File: config.mk
export PLATFORM = sky130hd
export DESIGN_NAME = frame_config_writer
export DESIGN_NICKNAME = d
export VERILOG_FILES = /design/src/rtl/frame_config_writer.sv
export SDC_FILE = /design/constraint.sdc
export NUM_CORES = 1
export LEC_CHECK = 0
export CAP_MARGIN = 15
export CORE_ASPECT_RATIO = 1.25
export CORE_MARGIN = 1.5
export CORE_UTILIZATION = 48
export DETAILED_ROUTE_END_ITERATION = 16
export DONT_BUFFER_PORTS = 1
export PLACE_DENSITY = 0.7
export SYNTH_ARGS = -nofsm -noshare
export SYNTH_HDL_FRONTEND = slang
export SYNTH_SLANG_ARGS = --single-unit
File: constraint.sdc
create_clock -name CLK -period 2.9 [get_ports CLK]
set_input_delay 0.58 -clock CLK [delete_from_list [all_inputs] [get_ports CLK]]
set_output_delay 0.58 -clock CLK [all_outputs]
set_load 0.01 [all_outputs]
File: src/rtl/frame_config_writer.sv
// Frame-latch config writer: sync/header/data stream to FrameData + one-hot FrameStrobe (CONFIG_CHECKSUM_EN adds a sum trailer check).
// Latency: data accept -> 1 setup cycle -> 1 strobe cycle -> 1 hold cycle; one frame per 4 cycles.
// Backpressure: s_ready is low during SETUP/STROBE/HOLD and during reset; waits indefinitely for s_valid.
module frame_config_writer #(
    parameter int                         FrameBitsPerRow = 32,
    parameter int                         MaxFramesPerCol = 20,
    parameter logic [FrameBitsPerRow-1:0] SyncWord        = 'hFAB0_FAB1
) (
    input  logic                       CLK,
    input  logic                       resetn,
    input  logic [FrameBitsPerRow-1:0] s_data,
    input  logic                       s_valid,
    output logic                       s_ready,
    output logic [FrameBitsPerRow-1:0] FrameData,
    output logic [MaxFramesPerCol-1:0] FrameStrobe,
    output logic                       busy,
    output logic                       done,
    output logic                       err,
    input  logic                       err_clr
);

    typedef enum logic [2:0] {
        HUNT, HEADER, DWAIT, SETUP, STROBE, HOLD
`ifdef CONFIG_CHECKSUM_EN
        , CHECK
`endif
    } state_t;

    localparam logic [8:0] MaxFrames9 = 9'(MaxFramesPerCol);

    state_t                       state, nextState;
    logic [7:0]                   frameIdx, nextIdx;
    logic [7:0]                   frameCnt, nextCnt;
    logic [FrameBitsPerRow-1:0]   dataNext;
    logic [MaxFramesPerCol-1:0]   strobeNext;
    logic                         doneNext;
    logic                         errSet;
    logic                         rstDone;
    logic                         accept;
    logic [8:0]                   hdrIdx9;
    logic [8:0]                   hdrEnd9;
`ifdef CONFIG_CHECKSUM_EN
    logic [FrameBitsPerRow-1:0]   sum, sumNext;
`endif

    // rstDone keeps s_ready low while reset is asserted even though state already reads HUNT
    assign s_ready = rstDone && (state == HUNT || state == HEADER || state == DWAIT
`ifdef CONFIG_CHECKSUM_EN
                                 || state == CHECK
`endif
                                );
    assign accept  = s_valid && s_ready;
    assign busy    = (state != HUNT);
    assign hdrIdx9 = {1'b0, s_data[7:0]};
    assign hdrEnd9 = hdrIdx9 + {1'b0, s_data[15:8]};

    always_comb begin
        nextState  = state;
        nextIdx    = frameIdx;
        nextCnt    = frameCnt;
        dataNext   = FrameData;
        strobeNext = '0;
        doneNext   = 1'b0;
        errSet     = 1'b0;
`ifdef CONFIG_CHECKSUM_EN
        sumNext    = sum;
`endif
        case (state)
            HUNT: begin
                if (accept && s_data == SyncWord) nextState = HEADER;
            end
            HEADER: begin
                if (accept) begin
`ifdef CONFIG_CHECKSUM_EN
                    sumNext = '0;
`endif
                    if (s_data[15:8] == 8'd0) begin
                        nextState = HUNT;
                    end else if (hdrIdx9 >= MaxFrames9 || hdrEnd9 > MaxFrames9) begin
                        errSet    = 1'b1;
                        nextState = HUNT;
                    end else begin
                        nextIdx   = s_data[7:0];
                        nextCnt   = s_data[15:8];
                        nextState = DWAIT;
                    end
                end
            end
            DWAIT: begin
                if (accept) begin
                    dataNext  = s_data;
`ifdef CONFIG_CHECKSUM_EN
                    sumNext   = sum + s_data;
`endif
                    nextState = SETUP;
                end
            end
            SETUP: begin
                // strobe is loaded here so it leaves a flop aligned with STROBE
                for (int i = 0; i < MaxFramesPerCol; i++) strobeNext[i] = (frameIdx == 8'(i));
                nextState = STROBE;
            end
            STROBE: nextState = HOLD;
            HOLD: begin
                nextIdx = frameIdx + 8'd1;
                nextCnt = frameCnt - 8'd1;
                if (frameCnt != 8'd1) begin
                    nextState = DWAIT;
                end else begin
`ifdef CONFIG_CHECKSUM_EN
                    nextState = CHECK;
`else
                    doneNext  = 1'b1;
                    nextState = HUNT;
`endif
                end
            end
`ifdef CONFIG_CHECKSUM_EN
            CHECK: begin
                if (accept) begin
                    if (s_data == sum) doneNext = 1'b1;
                    else               errSet   = 1'b1;
                    nextState = HUNT;
                end
            end
`endif
            default: nextState = HUNT;
        endcase
    end

    always_ff @(posedge CLK or negedge resetn) begin
        if (!resetn) begin
            state       <= HUNT;
            frameIdx    <= '0;
            frameCnt    <= '0;
            FrameData   <= '0;
            FrameStrobe <= '0;
            done        <= 1'b0;
            err         <= 1'b0;
            rstDone     <= 1'b0;
`ifdef CONFIG_CHECKSUM_EN
            sum         <= '0;
`endif
        end else begin
            state       <= nextState;
            frameIdx    <= nextIdx;
            frameCnt    <= nextCnt;
            FrameData   <= dataNext;
            FrameStrobe <= strobeNext;
            done        <= doneNext;
            // a new error outranks a simultaneous clear
            err         <= errSet | (err & ~err_clr);
            rstDone     <= 1'b1;
`ifdef CONFIG_CHECKSUM_EN
            sum         <= sumNext;
`endif
        end
    end

endmodule

==> flow_results.org <==
** Synthesis
- Top-area cell type share of the netlist area :: 0.5084
- The synthesized design contains 0 enable-type register cells.
- Largest area contributor in the netlist :: dfrtp_1
- The cell area that synthesis handed to floorplanning was 0.003642 mm².
- Async SR Flop Fraction :: 1.000
- Mapped Avg Cell Area :: 11.07 µm²
- Synthesis-stage register bit count :: 74
- Proportion of synthesized chip area in sequential cells :: 0.5084
- Counting instances in the post-synthesis netlist gives the leading cell types as dfrtp_1, mux2_2, nor2_1.
- Dominant register cell in the synthesized netlist :: dfrtp_1
- By area the synthesized netlist is led by dfrtp_1, mux2_2, ha_1, nor2_1, nand2_1.
- Most used standard cell by instance count after synthesis :: dfrtp_1
- When the netlist entered floorplanning its net count stood at 380.
- The Yosys step of the flow raised 0 warnings.
- Post-synthesis cell count :: 329
- Cell variety after synth :: 57

** Layout
- Total inserted antenna cells :: 0
- Summing all non-filler instances in the final layout gives an area of 0.003949 mm².
- Share of layout cells above drive strength 1 :: 0.1765
- Final Core Density :: 0.5367
- Number of nets in the layout :: 388
- Synthesis-to-layout area growth :: 8.416%

** Floorplan
- The initial utilization of the core area, before any placement, comes to 0.4951.
- Area enclosed by the die boundary :: 0.008123 mm²
- Vertical extent of the die :: 100.4 µm
- 92 I/O pins were placed.
- The floorplan has 35 rows.
- Die width :: 80.91 µm
- Core area :: 0.007357 mm²

** Worst setup path
- Cell with the biggest individual delay on the critical path :: fa_1
- Crit-path max FO :: 9
- Cells on worst reg2reg path :: 5
- Classification of the worst setup path :: primary input to flop
- Traced cell by cell, the critical path runs through ha_1, fa_1, a21o_1, a221oi_2, mux2i_2, nand4_2, or3_1, o311a_1.
- The worst setup path is launched from a primary input.
- For the worst setup path, the data arrival time is 2870 ps.
- STA puts the critical path data required time at 3130 ps.
- The worst setup path is captured at a flop.
- On the worst path, the slowest cell contributes a delay of 430 ps.

** Timing
- Between clock sinks in the finished design, the worst skew comes to 8.562 ps.
- Number of failing setup endpoints in the final timing report :: 0
- Final hold analysis gives a worst-case slack of 119.2 ps.
- Normalized max-slew margin :: 0.5320
- Static timing analysis puts the maximum clock frequency at 379.0 MHz.
- Ratio of final minimum period to clock period :: 0.9099
- Final Hold Vio Count :: 0
- The final number of max-transition violations is 0.
- At the pin with the least slew margin, the transition time is 692.3 ps.
- Setup total negative slack on the finished layout was measured at 0 ps.
- Unrepaired setup endpoints after global routing :: false
- The routed design could run at a clock period as short as 2639 ps.

** Run status
- The flow ran to the end, and the final reports show no timing, DRC or antenna violations.

** Clock network
- Clock tree from TritonCTS :: yes
- H-tree depth reported by CTS :: 3
- The clock net in this run drives a total of 74 sinks.
- Later-pin clock latency in the skew report :: 350 ps
- Counting along the longest clock path gives a buffer depth of 2.
- Number of buffers added by the clock tree synthesis step :: 9
- CTS clk-pin slew, worst paths :: 80 ps
- Buffer cell driving the clock tree root :: clkbuf_8
- Buffers added to address setup during post-CTS repair amount to 0.

** Placed design
- GPL Wtd Cong :: 0.8841
- The count of buffers added on input and output ports is 0.
- Summing all placed instances gives a cell area of 0.003762 mm².
- Placed wire-length estimate :: 5.862 mm

** GRT
- Maximum number of pins on one net before global-route repair :: 75
- Number of global-route vias before repair :: 2,744
- Antenna violations before repair :: 0
- Global-route wire length before repair :: 13.62 mm
- Total gr overflow :: 0
- Global-route total usage across every layer :: 0.2230

** Power and ir drop
- Leak pwr :: 0.001808 µW
- Power comes to 1868 µW.
- Largest vdd supply drop :: 228.4 µV
- Pwr/cell area :: 473.1 mW/mm²

** Routing
- In the routed design, unresolved DRC markers number 0.
- Initial DRC count :: 89
- In the final routed layout, each cell accounts on average for 18.87 µm.
- Wires add up to 8.151 mm.
- Via count of the routed design :: 2,588
- After detailed routing, the number of vias per cell comes to 5.991.
- The pre-antenna-repair detailed-routing pass consisted of 4 iterations.
- Antenna-violating nets left :: 0

** Min path
- The min-delay analysis places its worst path in the category primary input to asynchronous set/reset pin.

** Run
- Across the run, the number of max-cap violations was 0.
==> where the power goes <==
part	internal (µW)	switching (µW)	leakage [µW]
combinational	56.3	92.8	0.000758
sequential	1030	0.781	0.000969
clock	322	364	0.0000810
total	1410	458	0.00181
==> layout make-up <==
cell class / instances / area, µm²
inverter: 16 / 60.06
sequential: 74 / 1852
timing repair buffer: 8 / 80.08
clock inverter: 3 / 17.52
clock buffer: 11 / 141.4
tap: 92 / 115.1
multi-input combinational: 228 / 1683
fill: 654 / 3408
==> cell usage in the layout, fill, tap and decap left out, types with 2 or more instances in the layout <==
cell / Yosys / routed
dfrtp_1: 74 / 74
mux2_2: 27 / 27
nor2_1: 26 / 26
nand2_1: 25 / 25
o21ai_0: 17 / 17
inv_1: 16 / 16
ha_1: 14 / 14
clkbuf_8: 0 / 10
nor3_1: 9 / 9
a21oi_1: 7 / 7
buf_4: 1 / 7
and2_1: 6 / 6
nand3_1: 6 / 6
nor4_1: 6 / 6
o211ai_1: 6 / 6
mux2i_1: 6 / 6
nand2b_1: 5 / 5
or3_1: 4 / 4
nor4b_1: 4 / 4
xnor2_1: 4 / 4
or4_1: 4 / 4
o32ai_1: 3 / 3
o311a_1: 3 / 3
nand4_1: 3 / 3
o21ai_1: 3 / 3
nand4b_1: 3 / 3
o21bai_1: 3 / 3
a211oi_1: 2 / 2
a21o_1: 2 / 2
nand3b_1: 2 / 2
a31oi_1: 2 / 2
o31a_1: 2 / 2
clkinv_2: 0 / 2
==> cell families after synthesis <==
group	after synthesis	synth area share
simple gates	114	0.1745
flops	74	0.5084
fa+ha+maj	15	0.05359
buf+inv	27	0.02954
other cells	1	0.001030
mux	34	0.1037
compound gates	59	0.1171
xor+xnor	5	0.01202
==> layer usage <==
| layer | share of wire | track usage |
|---|---|---|
| met5 | 0 | 0 |
| met1 | 0.40 | 0.2713 |
| met2 | 0.52 | 0.3705 |
| met3 | 0.059 | 0.05364 |
| met4 | 0.022 | 0.09947 |
==> worst max-delay path: cells and delay by family <==
kind	cells	cell delay (ps)
multiplexers	1	300
adder cells (fa/ha/maj)	2	640
AO/OA/AOI/OAI	3	640
AND/OR/NAND/NOR	2	710
==> worst paths after layout <==
| path | to | startpoint | slack (ps) |
|---|---|---|---|
| max | frameCnt[6] | s_data[0] | 260 |
| min | FrameStrobe[0] | resetn | 120 |
| max reg2reg | state[1] | frameCnt[2] | 800 |
| min reg2reg | frameIdx[7] | frameIdx[7] | 480 |
| max in group asynchronous | FrameData[19] | resetn | 2500 |
| min in group CLK | err | err_clr | 330 |
==> metrics by stage <==
step           setup slack (ps)  std cells
2_1_floorplan             108.5        329
4_1_cts                   299.2        432
3_5_place_dp             -74.05        417
5_1_grt                   118.1        432
6_report                  261.3        432
3_3_place_gp             -24.61        417
==> registers in the layout, summed over array words and instances, names as in the netlist <==
name,flops
FrameData,32
FrameStrobe,20
done,1
err,1
frameCnt,8
frameIdx,8
rstDone,1
state,3
==> what timing repair did <==
action / in CTS / in global routing
resized for setup: 0 / 0
hold buffers: 1 / 0
hold endpoints to repair: 74 / 0
Power figures use the tool's default switching activity.
